`src/rtl/shifter_pkg.sv`:
```
// Shared types and defaults for the registered barrel shifter.
// Optional rotate support is controlled by SHIFTER_ROTATE_EN.
package shifter_pkg;

   typedef enum logic [1:0] {
      SH_SLL  = 2'b00,
      SH_SRL  = 2'b01,
      SH_SRA  = 2'b10,
      SH_ROTR = 2'b11
   } shift_op_e;

   localparam int SHIFTER_WIDTH = 32;

endpackage

```
`src/rtl/shifter_barrel.sv`:
```
// Combinational log-stage barrel shifter: stage k shifts by 2**k when shamt[k] is set.
// SHIFTER_ROTATE_EN builds the rotate fill path; otherwise op 11 shifts left like SLL.
module shifter_barrel
   import shifter_pkg::*;
#(
   parameter int WIDTH = SHIFTER_WIDTH,
   localparam int SHW = $clog2(WIDTH)
) (
   input  logic [WIDTH-1:0] din,
   input  logic [SHW-1:0]   shamt,
   input  logic [1:0]       op,
   output logic [WIDTH-1:0] res
);

   shift_op_e        w_op;
   logic             w_left;
   logic             w_sign;
   logic [WIDTH-1:0] w_stage [SHW+1];

   assign w_op = shift_op_e'(op);

   always_comb begin
      w_left = (w_op == SH_SLL);
`ifndef SHIFTER_ROTATE_EN
      if (w_op == SH_ROTR) begin
         w_left = 1'b1;
      end
`endif
   end

   // Every right stage fills from the original sign bit, so SRA stays exact across stages.
   assign w_sign     = (w_op == SH_SRA) & din[WIDTH-1];
   assign w_stage[0] = din;

   for (genvar k = 0; k < SHW; k++) begin : g_stage
      localparam int N = 1 << k;
      logic [WIDTH-1:0] w_shifted;

      always_comb begin
         if (w_left) begin
            w_shifted = {w_stage[k][WIDTH-N-1:0], {N{1'b0}}};
`ifdef SHIFTER_ROTATE_EN
         end else if (w_op == SH_ROTR) begin
            w_shifted = {w_stage[k][N-1:0], w_stage[k][WIDTH-1:N]};
`endif
         end else begin
            w_shifted = {{N{w_sign}}, w_stage[k][WIDTH-1:N]};
         end
      end

      assign w_stage[k+1] = shamt[k] ? w_shifted : w_stage[k];
   end

   assign res = w_stage[SHW];

endmodule

```
`src/rtl/shifter.sv`:
```
// Registered barrel shifter: one-cycle latency, valid flag and zero flag.
// Rotate (op 11) is available only when SHIFTER_ROTATE_EN is defined.
module shifter
   import shifter_pkg::*;
#(
   parameter int WIDTH = SHIFTER_WIDTH,
   localparam int SHW = $clog2(WIDTH)
) (
   input  logic             clk,
   input  logic             rst,
   input  logic [WIDTH-1:0] din,
   input  logic [SHW-1:0]   shamt,
   input  logic [1:0]       op,
   input  logic             in_valid,
   output logic [WIDTH-1:0] dout,
   output logic             out_valid,
   output logic             zero
);

   logic [WIDTH-1:0] w_res;
   logic [WIDTH-1:0] r_dout;
   logic             r_valid;
   logic             r_zero;

   shifter_barrel #(.WIDTH(WIDTH)) u_barrel (
      .din   (din),
      .shamt (shamt),
      .op    (op),
      .res   (w_res)
   );

   // Result and zero flag hold while idle; only the valid flag tracks in_valid.
   always_ff @(posedge clk) begin
      if (rst) begin
         r_dout  <= '0;
         r_valid <= 1'b0;
         r_zero  <= 1'b0;
      end else begin
         r_valid <= in_valid;
         if (in_valid) begin
            r_dout <= w_res;
            r_zero <= (w_res == '0);
         end
      end
   end

   assign dout      = r_dout;
   assign out_valid = r_valid;
   assign zero      = r_zero;

endmodule

```
`config.mk`:
```
export PLATFORM = sky130hd
export DESIGN_NAME = shifter
export DESIGN_NICKNAME = d
export VERILOG_FILES = /design/src/rtl/shifter_pkg.sv /design/src/rtl/shifter_barrel.sv /design/src/rtl/shifter.sv
export SDC_FILE = /design/constraint.sdc
export NUM_CORES = 1
export LEC_CHECK = 0
export ABC_AREA = 1
export CORE_MARGIN = 4
export CORE_UTILIZATION = 25
export DETAILED_ROUTE_END_ITERATION = 8
export GPL_TIMING_DRIVEN = 0
export HOLD_SLACK_MARGIN = 0.08
export PLACE_DENSITY = 0.39
export REMOVE_ABC_BUFFERS = 1
export SLEW_MARGIN = 10
export SYNTH_ARGS = -nofsm -noshare
export SYNTH_HDL_FRONTEND = slang
export SYNTH_HIERARCHICAL = 1
export SYNTH_SLANG_ARGS = --single-unit
```
`constraint.sdc`:
```
create_clock -name clk -period 6.5 [get_ports clk]
set_input_delay 1.3 -clock clk [delete_from_list [all_inputs] [get_ports clk]]
set_output_delay 1.3 -clock clk [all_outputs]
set_load 0.01 [all_outputs]
```
==> run_results.csv <==
group,metric,value,unit
outcome,status,"finished clean",
yosys,synth_flop_cell,"dfxtp_1",
timing,maxSlewViolCount,0,
yosys,yosys_warnings,6,
final_layout,postLayoutCoreUtil,30.4,%
timing,fin_hold_ws,0.459,ns
timing,hold_viol,0,
die,num_rows,49,
yosys,synth_area_leaders,"nand2_1, dfxtp_1, nand3_1, nand3_2, inv_1",
timing,finalCriticalPeriod,5.25,ns
cts,cts_hold_buf,0,
die,start_util,25.7,%
yosys,post-synth-top-count-cell,"nand2_1",
timing,setup_slack,1.25,ns
global_routing,grt_pass1_wl,27400,um
placement,placed_cell_area,5380,sq um
cts,insertion_delay,0.28,ns
final_layout,stdcell_count,1150,
pwr,ir_drop,0.000104,V
timing,tns,0,ns
yosys,synth_common_cells,"nand2_1, nand3_1, inv_1, nor2_1, a21oi_1",
detailed_routing,vias_per_cell,4.69,
placement,gp_congestion,0.808,
global_routing,grt_max_degree,57,
timing,max_clock_freq,190,MHz
cts,clock_path_buffers,2,
detailed_routing,first_pass_iters,5,
die,dieArea,21000,sq um
yosys,synth-seq-cells,34,
pwr,power.total,0.947,mW
run,maxCapViolCount,0,
die,die_x,145,um
yosys,ys_seq_area_share,14.5,%
detailed_routing,ant_nets,0,
yosys,synth_edf_count,0,
die,coreArea,18200,sq um
placement,io_buffers,75,
detailed_routing,wl,16800,um
final_layout,antenna_cells,0,
placement,dpl_worst_slack,1.01,ns
yosys,yosysUniqueCellTypes,38,
pwr,power.density,171,nW/um^2
final_layout,final_nets,963,
cts,ctsResizeCount,0,
yosys,async_flop_share,0,%
cts,cts.sinks,34,
cts,clk_pin_slew,0.05,ns
yosys,synth_top_cell_area_share,36.4,%
yosys,synth_cells,890,
final_layout,drive_above_1_share,9.66,%
timing,tightest_slew,1.10,ns
cts,clockRootBuffer,"clkbuf_16",
timing,rsz0062_at_grt,"false",
global_routing,antenna_found_initial,0,
yosys,syn_area,4680,sq um
yosys,syn_avg_cell_area,5.26,sq um
timing,maxSlewHeadroom,26.1,%
final_layout,area_growth,18.4,%
pwr,leakagePower,2.72,nW
global_routing,grt_util_all_layers,16.1,%
timing,setup_viol,0,
worst_setup_path,start_kind,"input port",
die,dieHeight,145,um
cts,htreeDepth,2,
detailed_routing,avgRoutedWirePerCell,14.6,um
detailed_routing,remaining_drc_errors,0,
min_path,hold_path.class,"flop to flop",
worst_setup_path,required,6.71,ns
timing,timing.final.crit_share,80.8,%
die,ios,76,
detailed_routing,vias,5399,
yosys,synth_top_area_cell,"nand2_1",
global_routing,grt_pass1_vias,5169,
timing,fin_worst_skew,0,ns
placement,placedCellCount,1142,
cts,cts_tree,"yes",
worst_setup_path,path_class,"input port to flop",
detailed_routing,drtIter0Drc,316,
placement,hpwl,12600,um
cts,postCtsSetupRepairBufs,0,
global_routing,globalRouteOverflowTotal,0,
final_layout,postLayoutCellArea,5540,sq um
worst_setup_path,crit_path_max_fanout,56,
worst_setup_path,crit_arrival,5.46,ns
cts,numCtsBuffers,5,
worst_setup_path,endpoint_kind,"flop",
-- flip-flops by register name, summed over array words and instances, names as in the netlist --
| signal | cells |
|---|---|
| dout | 32 |
| out_valid | 1 |
| zero | 1 |
-- worst max-delay path, cell delays in order --
cell	delay, ns
clkdlybuf4s50_1	0.45
inv_1	0.06
ha_4	0.78
inv_2	0.50
nand3_1	0.37
inv_1	0.14
nor2_1	0.71
inv_1	0.15
o21ai_1	0.17
inv_1	0.06
inv_1	0.07
nand2_1	0.05
nor2_1	0.18
nand2_1	0.08
nor2_1	0.17
nand2_1	0.07
a21oi_1	0.11
-- final cells by class --
cell class	instances	area, sq um
clock buffer	6	139
clock inverter	2	12.5
fill	2163	12700
inverter	63	240
multi-input combinational	740	3420
sequential	34	681
tap	229	287
timing repair buffer	76	756
-- kinds of logic after synthesis --
family                     share of synthesized area, %
adders and majority gates                         0.267
DFF                                                14.5
buffers and inverters                              12.7
and+or+nand+nor                                    62.1
AOI/OAI and AO/OA                                  10.4
-- power breakdown --
part / switching [mW] / internal [mW]
clock: 0.0880 / 0.151
sequential: 0.00789 / 0.224
combinational: 0.312 / 0.164
-- cells in the final DEF (no fill, tap or decap), types with 2 or more instances in the layout --
cell type and instances:
nor2_1 49, a21oi_1 40, nand2_2 20, inv_2 6
clkdlybuf4s50_1 72, dfxtp_1 34, clkinv_2 2, inv_1 54
nor2_2 2, o21ai_0 2, nor2_4 2, a21o_1 2
buf_2 3, a211oi_1 15, nand3_1 81, clkbuf_16 5
nand4_1 10, or2_2 3, nand2_1 454, o211ai_1 4
o21ai_1 10, nand3_2 36
-- metal layers --
layer | part of all wire, % | wire length, um | vias up | GRT usage, %
met2 | 44 | 7470 | 97 | 26.0
met5 | 0 | 0 | - | 0
met1 | 51 | 8520 | 2414 | 23.5
met3 | 3.7 | 619 | 11 | 1.97
met4 | 1.1 | 178 | 0 | 2.01
li1 | - | - | 2877 | -
-- path summary, 6_finish.rpt --
check / startpoint / end / slack [ns] / cells after the start
setup reg to reg: dout[29]$_SDFFE_PP0P_ / dout[29]$_SDFFE_PP0P_ / 5.83 / 2
hold reg to reg: dout[8]$_SDFFE_PP0P_ / dout[8]$_SDFFE_PP0P_ / 0.46 / 2
hold / removal: dout[8]$_SDFFE_PP0P_ / dout[8]$_SDFFE_PP0P_ / 0.46 / 2
setup / recovery: op[0] / zero$_SDFFE_PP0P_ / 1.25 / 17
Power figures use the tool's default switching activity.
